==> config.mk <==
export PLATFORM = sky130hd
export DESIGN_NAME = mio_bus_arbiter_flat
export DESIGN_NICKNAME = d
export VERILOG_FILES = /design/src/rtl/mio_bus_arbiter_if.sv /design/src/rtl/mio_bus_arbiter.sv /design/src/flat_wrapper.sv
export SDC_FILE = /design/constraint.sdc
export NUM_CORES = 1
export LEC_CHECK = 0
export BUFFER_PORTS_ARGS = -buffer_cell sky130_fd_sc_hd__buf_2
export CORE_ASPECT_RATIO = 0.8
export CORE_MARGIN = 10
export CORE_UTILIZATION = 51
export CTS_BUF_LIST = sky130_fd_sc_hd__clkbuf_2
export DETAILED_ROUTE_END_ITERATION = 16
export GPL_TIMING_DRIVEN = 0
export PLACE_DENSITY = 0.87
export SLEW_MARGIN = 10
export SYNTH_ARGS = -nofsm -noshare
export SYNTH_HDL_FRONTEND = slang
export SYNTH_SLANG_ARGS = --single-unit
export TNS_END_PERCENT = 50
==> constraint.sdc <==
create_clock -name clk -period 2.5 [get_ports clk]
set_input_delay 0.5 -clock clk [delete_from_list [all_inputs] [get_ports clk]]
set_output_delay 0.5 -clock clk [all_outputs]
set_load 0.02 [all_outputs]
==> src/rtl/mio_bus_arbiter_if.sv <==
// Handshake and bus signals shared between the two masters, the arbiter and the MIO decoder.
interface mio_bus_arbiter_if;
  logic        m0_req;
  logic        m0_we;
  logic [31:0] m0_addr;
  logic [31:0] m0_wdata;
  logic        m0_ack;
  logic [31:0] m0_rdata;

  logic        m1_req;
  logic        m1_we;
  logic [31:0] m1_addr;
  logic [31:0] m1_wdata;
  logic        m1_ack;
  logic [31:0] m1_rdata;

  logic [31:0] bus_addr;
  logic [31:0] bus_wdata;
  logic        bus_mem_w;
  logic [31:0] bus_rdata;

  logic        busy;
  logic        owner;

  // Arbiter side.
  modport slave (
    input  m0_req, m0_we, m0_addr, m0_wdata,
    output m0_ack, m0_rdata,
    input  m1_req, m1_we, m1_addr, m1_wdata,
    output m1_ack, m1_rdata,
    output bus_addr, bus_wdata, bus_mem_w,
    input  bus_rdata,
    output busy, owner
  );

  // Environment side: both masters plus the decoder.
  modport master (
    output m0_req, m0_we, m0_addr, m0_wdata,
    input  m0_ack, m0_rdata,
    output m1_req, m1_we, m1_addr, m1_wdata,
    input  m1_ack, m1_rdata,
    input  bus_addr, bus_wdata, bus_mem_w,
    output bus_rdata,
    input  busy, owner
  );
endinterface

==> src/rtl/mio_bus_arbiter.sv <==
// Two-master MIO bus arbiter: fixed priority to master 0, with a starvation counter that
// guarantees master 1 a slot after STARVE_LIMIT master-0 grants made while it waits.
module mio_bus_arbiter #(
  parameter int unsigned WAIT_CYCLES  = 1,
  parameter int unsigned STARVE_LIMIT = 4
) (
  input logic             clk,
  input logic             rst,
  mio_bus_arbiter_if.slave mio
);

  localparam int unsigned StarveW   = $clog2(STARVE_LIMIT + 1);
  localparam logic [StarveW-1:0] StarveMax = StarveW'(STARVE_LIMIT);
  localparam logic [3:0]         WaitInit  = 4'(WAIT_CYCLES);

  typedef enum logic [1:0] {StIdle, StAccess, StDone} state_e;

  state_e               state_q;
  logic [3:0]           wait_cnt_q;
  logic [StarveW-1:0]   starve_cnt_q;
  logic                 owner_q;
  logic                 busy_q;
  logic                 lat_we_q;
  logic [31:0]          bus_addr_q;
  logic [31:0]          bus_wdata_q;
  logic                 bus_mem_w_q;
  logic                 m0_ack_q;
  logic                 m1_ack_q;
  logic [31:0]          m0_rdata_q;
  logic [31:0]          m1_rdata_q;

  logic                 grant_m1;
  logic                 win_we;
  logic [31:0]          win_addr;
  logic [31:0]          win_wdata;

  // Pick the IDLE-cycle winner and mux its request fields.
  always_comb begin
    grant_m1  = mio.m1_req && (!mio.m0_req || (starve_cnt_q >= StarveMax));
    win_we    = grant_m1 ? mio.m1_we    : mio.m0_we;
    win_addr  = grant_m1 ? mio.m1_addr  : mio.m0_addr;
    win_wdata = grant_m1 ? mio.m1_wdata : mio.m0_wdata;
  end

  // Arbitration FSM with registered bus, ack and read-data outputs.
  always_ff @(posedge clk) begin
    if (!rst) begin
      state_q      <= StIdle;
      wait_cnt_q   <= '0;
      starve_cnt_q <= '0;
      owner_q      <= 1'b0;
      busy_q       <= 1'b0;
      lat_we_q     <= 1'b0;
      bus_addr_q   <= '0;
      bus_wdata_q  <= '0;
      bus_mem_w_q  <= 1'b0;
      m0_ack_q     <= 1'b0;
      m1_ack_q     <= 1'b0;
      m0_rdata_q   <= '0;
      m1_rdata_q   <= '0;
    end else begin
      m0_ack_q <= 1'b0;
      m1_ack_q <= 1'b0;
      unique case (state_q)
        StIdle: begin
          if (mio.m0_req || mio.m1_req) begin
            state_q     <= StAccess;
            busy_q      <= 1'b1;
            wait_cnt_q  <= WaitInit;
            owner_q     <= grant_m1;
            lat_we_q    <= win_we;
            bus_addr_q  <= win_addr;
            bus_wdata_q <= win_wdata;
            // Strobe lands in the last ACCESS cycle; with a one-cycle access that is the next one.
            bus_mem_w_q <= win_we && (WaitInit == 4'd1);
            if (grant_m1) begin
              starve_cnt_q <= '0;
            end else if (mio.m1_req && (starve_cnt_q < StarveMax)) begin
              starve_cnt_q <= starve_cnt_q + StarveW'(1);
            end
          end
        end
        StAccess: begin
          wait_cnt_q <= wait_cnt_q - 4'd1;
          if (wait_cnt_q == 4'd1) begin
            state_q     <= StDone;
            bus_addr_q  <= '0;
            bus_wdata_q <= '0;
            bus_mem_w_q <= 1'b0;
            if (owner_q) begin
              m1_ack_q <= 1'b1;
              if (!lat_we_q) m1_rdata_q <= mio.bus_rdata;
            end else begin
              m0_ack_q <= 1'b1;
              if (!lat_we_q) m0_rdata_q <= mio.bus_rdata;
            end
          end else begin
            bus_mem_w_q <= lat_we_q && (wait_cnt_q == 4'd2);
          end
        end
        StDone: begin
          state_q <= StIdle;
          busy_q  <= 1'b0;
        end
        default: state_q <= StIdle;
      endcase
    end
  end

  assign mio.m0_ack    = m0_ack_q;
  assign mio.m1_ack    = m1_ack_q;
  assign mio.m0_rdata  = m0_rdata_q;
  assign mio.m1_rdata  = m1_rdata_q;
  assign mio.bus_addr  = bus_addr_q;
  assign mio.bus_wdata = bus_wdata_q;
  // Gate with reset so no strobe escapes in a cycle where reset is asserted.
  assign mio.bus_mem_w = bus_mem_w_q & rst;
  assign mio.busy      = busy_q;
  assign mio.owner     = owner_q;

endmodule

==> src/flat_wrapper.sv <==
// flat-port wrapper written by rule: the top's interface ports become plain ports
module mio_bus_arbiter_flat 
#(
  parameter int unsigned WAIT_CYCLES  = 1,
  parameter int unsigned STARVE_LIMIT = 4
)
  (clk, rst, mio_m0_req, mio_m0_we, mio_m0_addr, mio_m0_wdata, mio_m0_ack, mio_m0_rdata, mio_m1_req, mio_m1_we, mio_m1_addr, mio_m1_wdata, mio_m1_ack, mio_m1_rdata, mio_bus_addr, mio_bus_wdata, mio_bus_mem_w, mio_bus_rdata, mio_busy, mio_owner);
  mio_bus_arbiter_if mio_i ();
  input logic clk;
  input logic rst;
  input wire logic [$bits(mio_i.m0_req)-1:0] mio_m0_req;
  input wire logic [$bits(mio_i.m0_we)-1:0] mio_m0_we;
  input wire logic [$bits(mio_i.m0_addr)-1:0] mio_m0_addr;
  input wire logic [$bits(mio_i.m0_wdata)-1:0] mio_m0_wdata;
  output wire logic [$bits(mio_i.m0_ack)-1:0] mio_m0_ack;
  output wire logic [$bits(mio_i.m0_rdata)-1:0] mio_m0_rdata;
  input wire logic [$bits(mio_i.m1_req)-1:0] mio_m1_req;
  input wire logic [$bits(mio_i.m1_we)-1:0] mio_m1_we;
  input wire logic [$bits(mio_i.m1_addr)-1:0] mio_m1_addr;
  input wire logic [$bits(mio_i.m1_wdata)-1:0] mio_m1_wdata;
  output wire logic [$bits(mio_i.m1_ack)-1:0] mio_m1_ack;
  output wire logic [$bits(mio_i.m1_rdata)-1:0] mio_m1_rdata;
  output wire logic [$bits(mio_i.bus_addr)-1:0] mio_bus_addr;
  output wire logic [$bits(mio_i.bus_wdata)-1:0] mio_bus_wdata;
  output wire logic [$bits(mio_i.bus_mem_w)-1:0] mio_bus_mem_w;
  input wire logic [$bits(mio_i.bus_rdata)-1:0] mio_bus_rdata;
  output wire logic [$bits(mio_i.busy)-1:0] mio_busy;
  output wire logic [$bits(mio_i.owner)-1:0] mio_owner;
  assign mio_i.m0_req = mio_m0_req;
  assign mio_i.m0_we = mio_m0_we;
  assign mio_i.m0_addr = mio_m0_addr;
  assign mio_i.m0_wdata = mio_m0_wdata;
  assign mio_m0_ack = mio_i.m0_ack;
  assign mio_m0_rdata = mio_i.m0_rdata;
  assign mio_i.m1_req = mio_m1_req;
  assign mio_i.m1_we = mio_m1_we;
  assign mio_i.m1_addr = mio_m1_addr;
  assign mio_i.m1_wdata = mio_m1_wdata;
  assign mio_m1_ack = mio_i.m1_ack;
  assign mio_m1_rdata = mio_i.m1_rdata;
  assign mio_bus_addr = mio_i.bus_addr;
  assign mio_bus_wdata = mio_i.bus_wdata;
  assign mio_bus_mem_w = mio_i.bus_mem_w;
  assign mio_i.bus_rdata = mio_bus_rdata;
  assign mio_busy = mio_i.busy;
  assign mio_owner = mio_i.owner;
  mio_bus_arbiter #(.WAIT_CYCLES(WAIT_CYCLES), .STARVE_LIMIT(STARVE_LIMIT)) u_core (.clk(clk), .rst(rst), .mio(mio_i));
endmodule
Yosys cells after proc, flatten, opt, wreduce, memory -nomap -nowiden
Index checks and enable logic that the tools add are counted.
{ "word_totals": {"out_inout_bits": 133, "wordCells": 67, "ff_bits": 143} }
{ "classes": {"n_lt_le_gt_ge": 2, "reduce_logical": 19, "mux": 22, "bitwise": 3, "n_addsub": 2, "n_eq_ne": 6} }
{ "ops": {"columns": ["cell", "n"], "rows": [
  ["two-way mux 32 bit", 5],
  ["case mux 32 bit (2 select lines)", 2],
  ["AND reduction 3 bit", 3],
  ["case mux 4 bit (2 select lines)", 1],
  ["AND reduction 2 bit", 4],
  ["AND reduction 4 bit", 2],
  ["two-way mux 1 bit", 6],
  ["two-way mux 3 bit", 2],
  ["nonzero test 2 bit", 3],
  ["equality test 4 x 1 -> 1 bit, second input constant", 1],
  ["equality test 4 x 2 -> 1 bit, second input constant", 1],
  ["two-way mux 2 bit", 2],
  ["two-way mux 4 bit", 1],
  ["inequality test 2 x 1 -> 1 bit, second input constant", 2],
  ["case mux 1 bit (2 select lines)", 2],
  ["case mux 2 bit (2 select lines)", 1],
  ["subtractor 4 x 1 -> 4 bit, second input constant", 1],
  ["adder 3 x 1 -> 3 bit, second input constant", 1],
  ["greater-or-equal comparator 3 bit, second input constant", 1],
  ["logical AND 1 bit", 3],
  ["less-than comparator 3 bit, second input constant", 1],
  ["equality test 2 x 1 -> 1 bit, second input constant", 1],
  ["equality test 2 bit, second input constant", 1],
  ["logical NOT 2 bit", 1],
  ["other kinds (4)", 6]
]} }

Logic depth before layout (Yosys ltp)
{ "logic_depth": {"ltp_word": 6, "ltp_mapped": 8, "depth_no_buf": 6} }

Worst setup path before layout
OpenSTA, ideal clock, no wires.
{ "synth_path": {"path_kind": "in2out", "startpoint": "in rst", "endpoint": "out mio_bus_mem_w", "path_buffers": 2, "path_slack_ns": 0.870, "cell_stages": 3, "t_arrival_ns": 1.130, "cell_sequence": "buf_2 -> clkbuf_1 -> and2_1"} }
{ "synth_via": {"elab_chain_cells": 1} }
{ "synth_lines": {"columns": ["item", "line", "text"], "rows": [
  ["start: declaration", "flat_wrapper.sv:10", "input logic rst;"],
  ["bitwise AND 1 bit", "mio_bus_arbiter.sv:117", "assign mio.bus_mem_w = bus_mem_w_q & rst;"],
  ["end: declaration", "flat_wrapper.sv:25", "output wire logic [$bits(mio_i.bus_mem_w)-1:0] mio_bus_mem_w;"]
]} }
No other way between the ends.

Worst setup path in the final report
{ "layout_path": {"startpoint": "reg u_core.state_q[1]", "endpoint": "reg u_core.bus_wdata_q[11], in the netlist u_core.mio.bus_wdata[11]"} }
{ "layout_via": {"elab_chain_cells": 3, "elab_cells_between_ends": 7, "classes_between": "eq/ne: 3; mux: 1; reduce/logical: 3"} }
{ "layout_lines": {"columns": ["item", "line", "text"], "rows": [
  ["start: declaration", "mio_bus_arbiter.sv:18", "state_e state_q;"],
  ["start signal: assignment", "mio_bus_arbiter.sv:48", "state_q <= StIdle;"],
  ["start signal: assignment", "mio_bus_arbiter.sv:67", "state_q <= StAccess;"],
  ["start signal: assignment", "mio_bus_arbiter.sv:86", "state_q <= StDone;"],
  ["equality test 2 x 1 -> 1 bit / logical NOT 2 bit (equally long branches)", "mio_bus_arbiter.sv:64", "unique case (state_q)"],
  ["inequality test 2 x 1 -> 1 bit (no source line) / nonzero test 2 bit (equally long branches)", null, null],
  ["AND reduction 3 bit (no source line)", null, null],
  ["end signal: assignment", "mio_bus_arbiter.sv:73", "bus_wdata_q <= win_wdata;"],
  ["end: declaration", "mio_bus_arbiter.sv:25", "logic [31:0] bus_wdata_q;"]
]} }
Several ways; a longest one is shown, not always the timed one.
A chain may end at the register's enable or synchronous reset.

==> impl_results.md <==
- Outcome: complete, no violations
- Post-layout instance count excluding filler cells: 1141
- Filler cell count: 927
- Family with the most delay on the worst path: buffers and inverters
- CP Capture Type: register
- DIE HEIGHT: 116 um
- Startpoint Class: register
- Max-Cap Viols: 0
- Die ar.: 16300 um2
- Clk root buf: clkbuf_2
- Synth Area per Inst: 9.03 um2
- Post-synth EDFFs: 0
- Post-CTS Setup Bufs: 0
- Worst path slowest cell: dfxtp_1
- Max VDD drop: 0.000645 V
- Fin area: 7960 um2
- Max clock buf depth: 2
- 1st-iter DRT viols: 404
- Sequential share of the synthesized area: 48.5%
- Clock skew: 0.0344 ns
- Tmin final: 2.02 ns
- Number of global-route vias before repair: 6015
- CTS Sinks: 143
- Grt ovf: 0
- Fmax: 496 MHz
- Final hold vios: 0
- Max-slew headroom: 53.1%
- Syn Inst Count: 653
- Kind of critical path: reg2reg
- Reg2Reg Depth: 6
- Row count: 35
- Syn. warnings: 0
- Max-slew violations: 0
- Final setup vio count: 0
- Setup WS post-layout: 0.482 ns
- Commonest non-fill, non-tap cell in the layout: buf_2
- Clock latency at the later pin of the worst-skew pair: 0.66 ns
- WHS Path Cells: 3
- Met2 Track Usage GR: 39.6%
- DR pass1 iterations: 4
- Clock Pin Slew Worst Setup and Hold Paths: 0.21 ns
- Final net count: 1149
- DPL Wire Length: 16.0 mm
- Dpl cells: 1098
- Ports: 299
- RD Place Congestion: 0.814
- Arrival @ worst endpoint: 2.60 ns
- Synthesized area: 5900 um2
- Post-DR vias/cell: 5.24
- Initial Util: 51.6%
- Placed cell areas: 7570 um2
- Worst Tran Pin Value: 0.704 ns
- All-Layer GR Usage: 23.1%
- Fraction of registers with async set/reset: 0%
- Pleak: 3.92 nW
- Wire per inst: 17.9 um
- Most used cell, CP: buf_2
- Min-Delay Path Class: in2reg
- Port Buf Inserts: 297
- Crit-path cells: nor2_1 -> o21ai_1 -> buf_2 -> buf_2 -> nand3_1 -> o22ai_1
- Core region area: 11400 um2
- Final worst-path cycle share: 80.7%
- CTS tree: built
- Antenna violations before repair: 0
- Drt total wl: 20.4 mm
- Area Overhead vs Synth: 35.0%
- Worst Path Required: 3.08 ns
- DRC viols: 0
- M1 GR Usage: 27.1%
- Synth cell types: 38
- Setup_tns: 0 ns
- Buf+Inv Stages, Crit Path: 2
- Largest net degree at the start of global routing: 17
- Layout cell share with drive strength beyond 1: 37.0%
- Die W: 140 um
- Power density cells: 650 nW/um2
- Critical Path Stages: 6
- H-tree depth: 4
- Max stage delay on crit path: 0.53 ns
- Setup WS pre-CTS: 0.457 ns
- Most frequent cells in the layout: buf_2 (314), dfxtp_1 (143), nand2_1 (135)
- Min Hold Slack: 0.0554 ns
- CTS Buf Count: 17
- Syn nets: 823
- RSZ-0062 raised after global routing: no
- Yosys reg bits: 143
- Post-detailed-route count of antenna-violating nets: 0
- Detailed-route via count: 5983
- Final Util: 69.6%
- Top fanout value on the critical path: 10
- PnR Total Power: 5.18 mW
- First-pass GRT wire length: 30.9 mm
- Primary FF master, synth: dfxtp_1
- Met3 usage: 7.56%
- Gr busiest metal: met2
## repair_timing
item	4_1_cts	5_1_grt
gates resized for setup	0	0
hold buffers	6	4
endpoints found under the hold margin	7	4
## power breakdown
part           leakage (nW)  internal [mW]  switching (mW)  total, mW
Sequential             1.17           2.44          0.0950       2.54
Combinational          2.58          0.417           0.658       1.08
Clock                 0.173          0.753           0.814       1.57
Total                  3.92           3.61            1.57       5.18
## worst register-to-register path, cell delays in order (launching register included)
cell     delay, ns
dfxtp_1       0.53
nor2_1        0.15
o21ai_1       0.34
buf_2         0.36
buf_2         0.28
nand3_1       0.12
o22ai_1       0.19
## metal layers
metal,up-vias,share of wire [%]
li1,2944,-
met1,2792,42
met2,221,49
met3,26,7.5
met4,0,1.9
met5,-,0
## sequential cells by signal (all words and copies together) (netlist names)
signal	count
u_core.lat_we_q	1
u_core.state_q	2
u_core.mio.busy	1
u_core.mio.m0_ack	1
u_core.mio.bus_wdata	32
u_core.mio.bus_addr	32
u_core.mio.owner	1
u_core.starve_cnt_q	3
u_core.bus_mem_w_q	1
u_core.mio.m1_ack	1
u_core.mio.m0_rdata	32
u_core.wait_cnt_q	4
u_core.mio.m1_rdata	32
## cell type report
| class | count | area [um2] | share of cell area (%) |
|---|---|---|---|
| Sequential cell | 143 | 2860 | 36.0 |
| Multi-Input combinational cell | 449 | 2700 | 33.9 |
| Timing Repair Buffer | 307 | 1590 | 19.9 |
| Buffer | 57 | 318 | 3.99 |
| Clock inverter | 13 | 194 | 2.44 |
| Tap cell | 148 | 185 | 2.33 |
| Clock buffer | 19 | 95.1 | 1.19 |
| Inverter | 4 | 15.0 | 0.189 |
| Antenna cell | 1 | 2.50 | 0.0314 |
## cells by family after synthesis
| logic type | synth area share [%] |
|---|---|
| adders and majority gates | 0.849 |
| buffers and inverters | 5.64 |
| and+or+nand+nor | 17.5 |
| DFF | 48.5 |
| AOI/OAI and AO/OA | 16.3 |
| muxes | 11.2 |
## Yosys cell counts, types with 2 or more instances
cell type	number	area (um2)
inv_1	3	11.3
o21ai_0	3	15.0
and2_2	2	15.0
a21boi_2	7	78.8
buf_2	17	85.1
nand3_1	65	325
o21a_1	2	15.0
buf_6	3	33.8
ha_1	4	50.1
and2_1	3	18.8
buf_12	3	60.1
a21oi_2	2	17.5
buf_4	3	22.5
o22ai_1	65	407
buf_1	6	22.5
dfxtp_1	143	2860
nand2b_1	3	18.8
a21oi_1	33	165
nor3_1	3	15.0
clkbuf_1	25	93.8
a21boi_0	19	143
nor2_1	12	45.0
mux2i_1	66	661
nand2_1	135	507
a21boi_1	12	90.1
nand4b_1	2	17.5
## worst paths after layout
path	startpoint	to	slack, ns
min reg2reg	u_core.mio.m1_rdata[15]$_SDFFE_PN0P_	u_core.mio.m1_rdata[15]$_SDFFE_PN0P_	0.46
max reg2reg	u_core.state_q[1]$_SDFFE_PN0P_	u_core.mio.bus_wdata[11]$_SDFFE_PN0P_	0.48
min	mio_bus_rdata[11]	u_core.mio.m0_rdata[11]$_SDFFE_PN0P_	0.06
max	u_core.state_q[1]$_SDFFE_PN0P_	u_core.mio.bus_wdata[11]$_SDFFE_PN0P_	0.48
(Power assumes the default switching activity.)
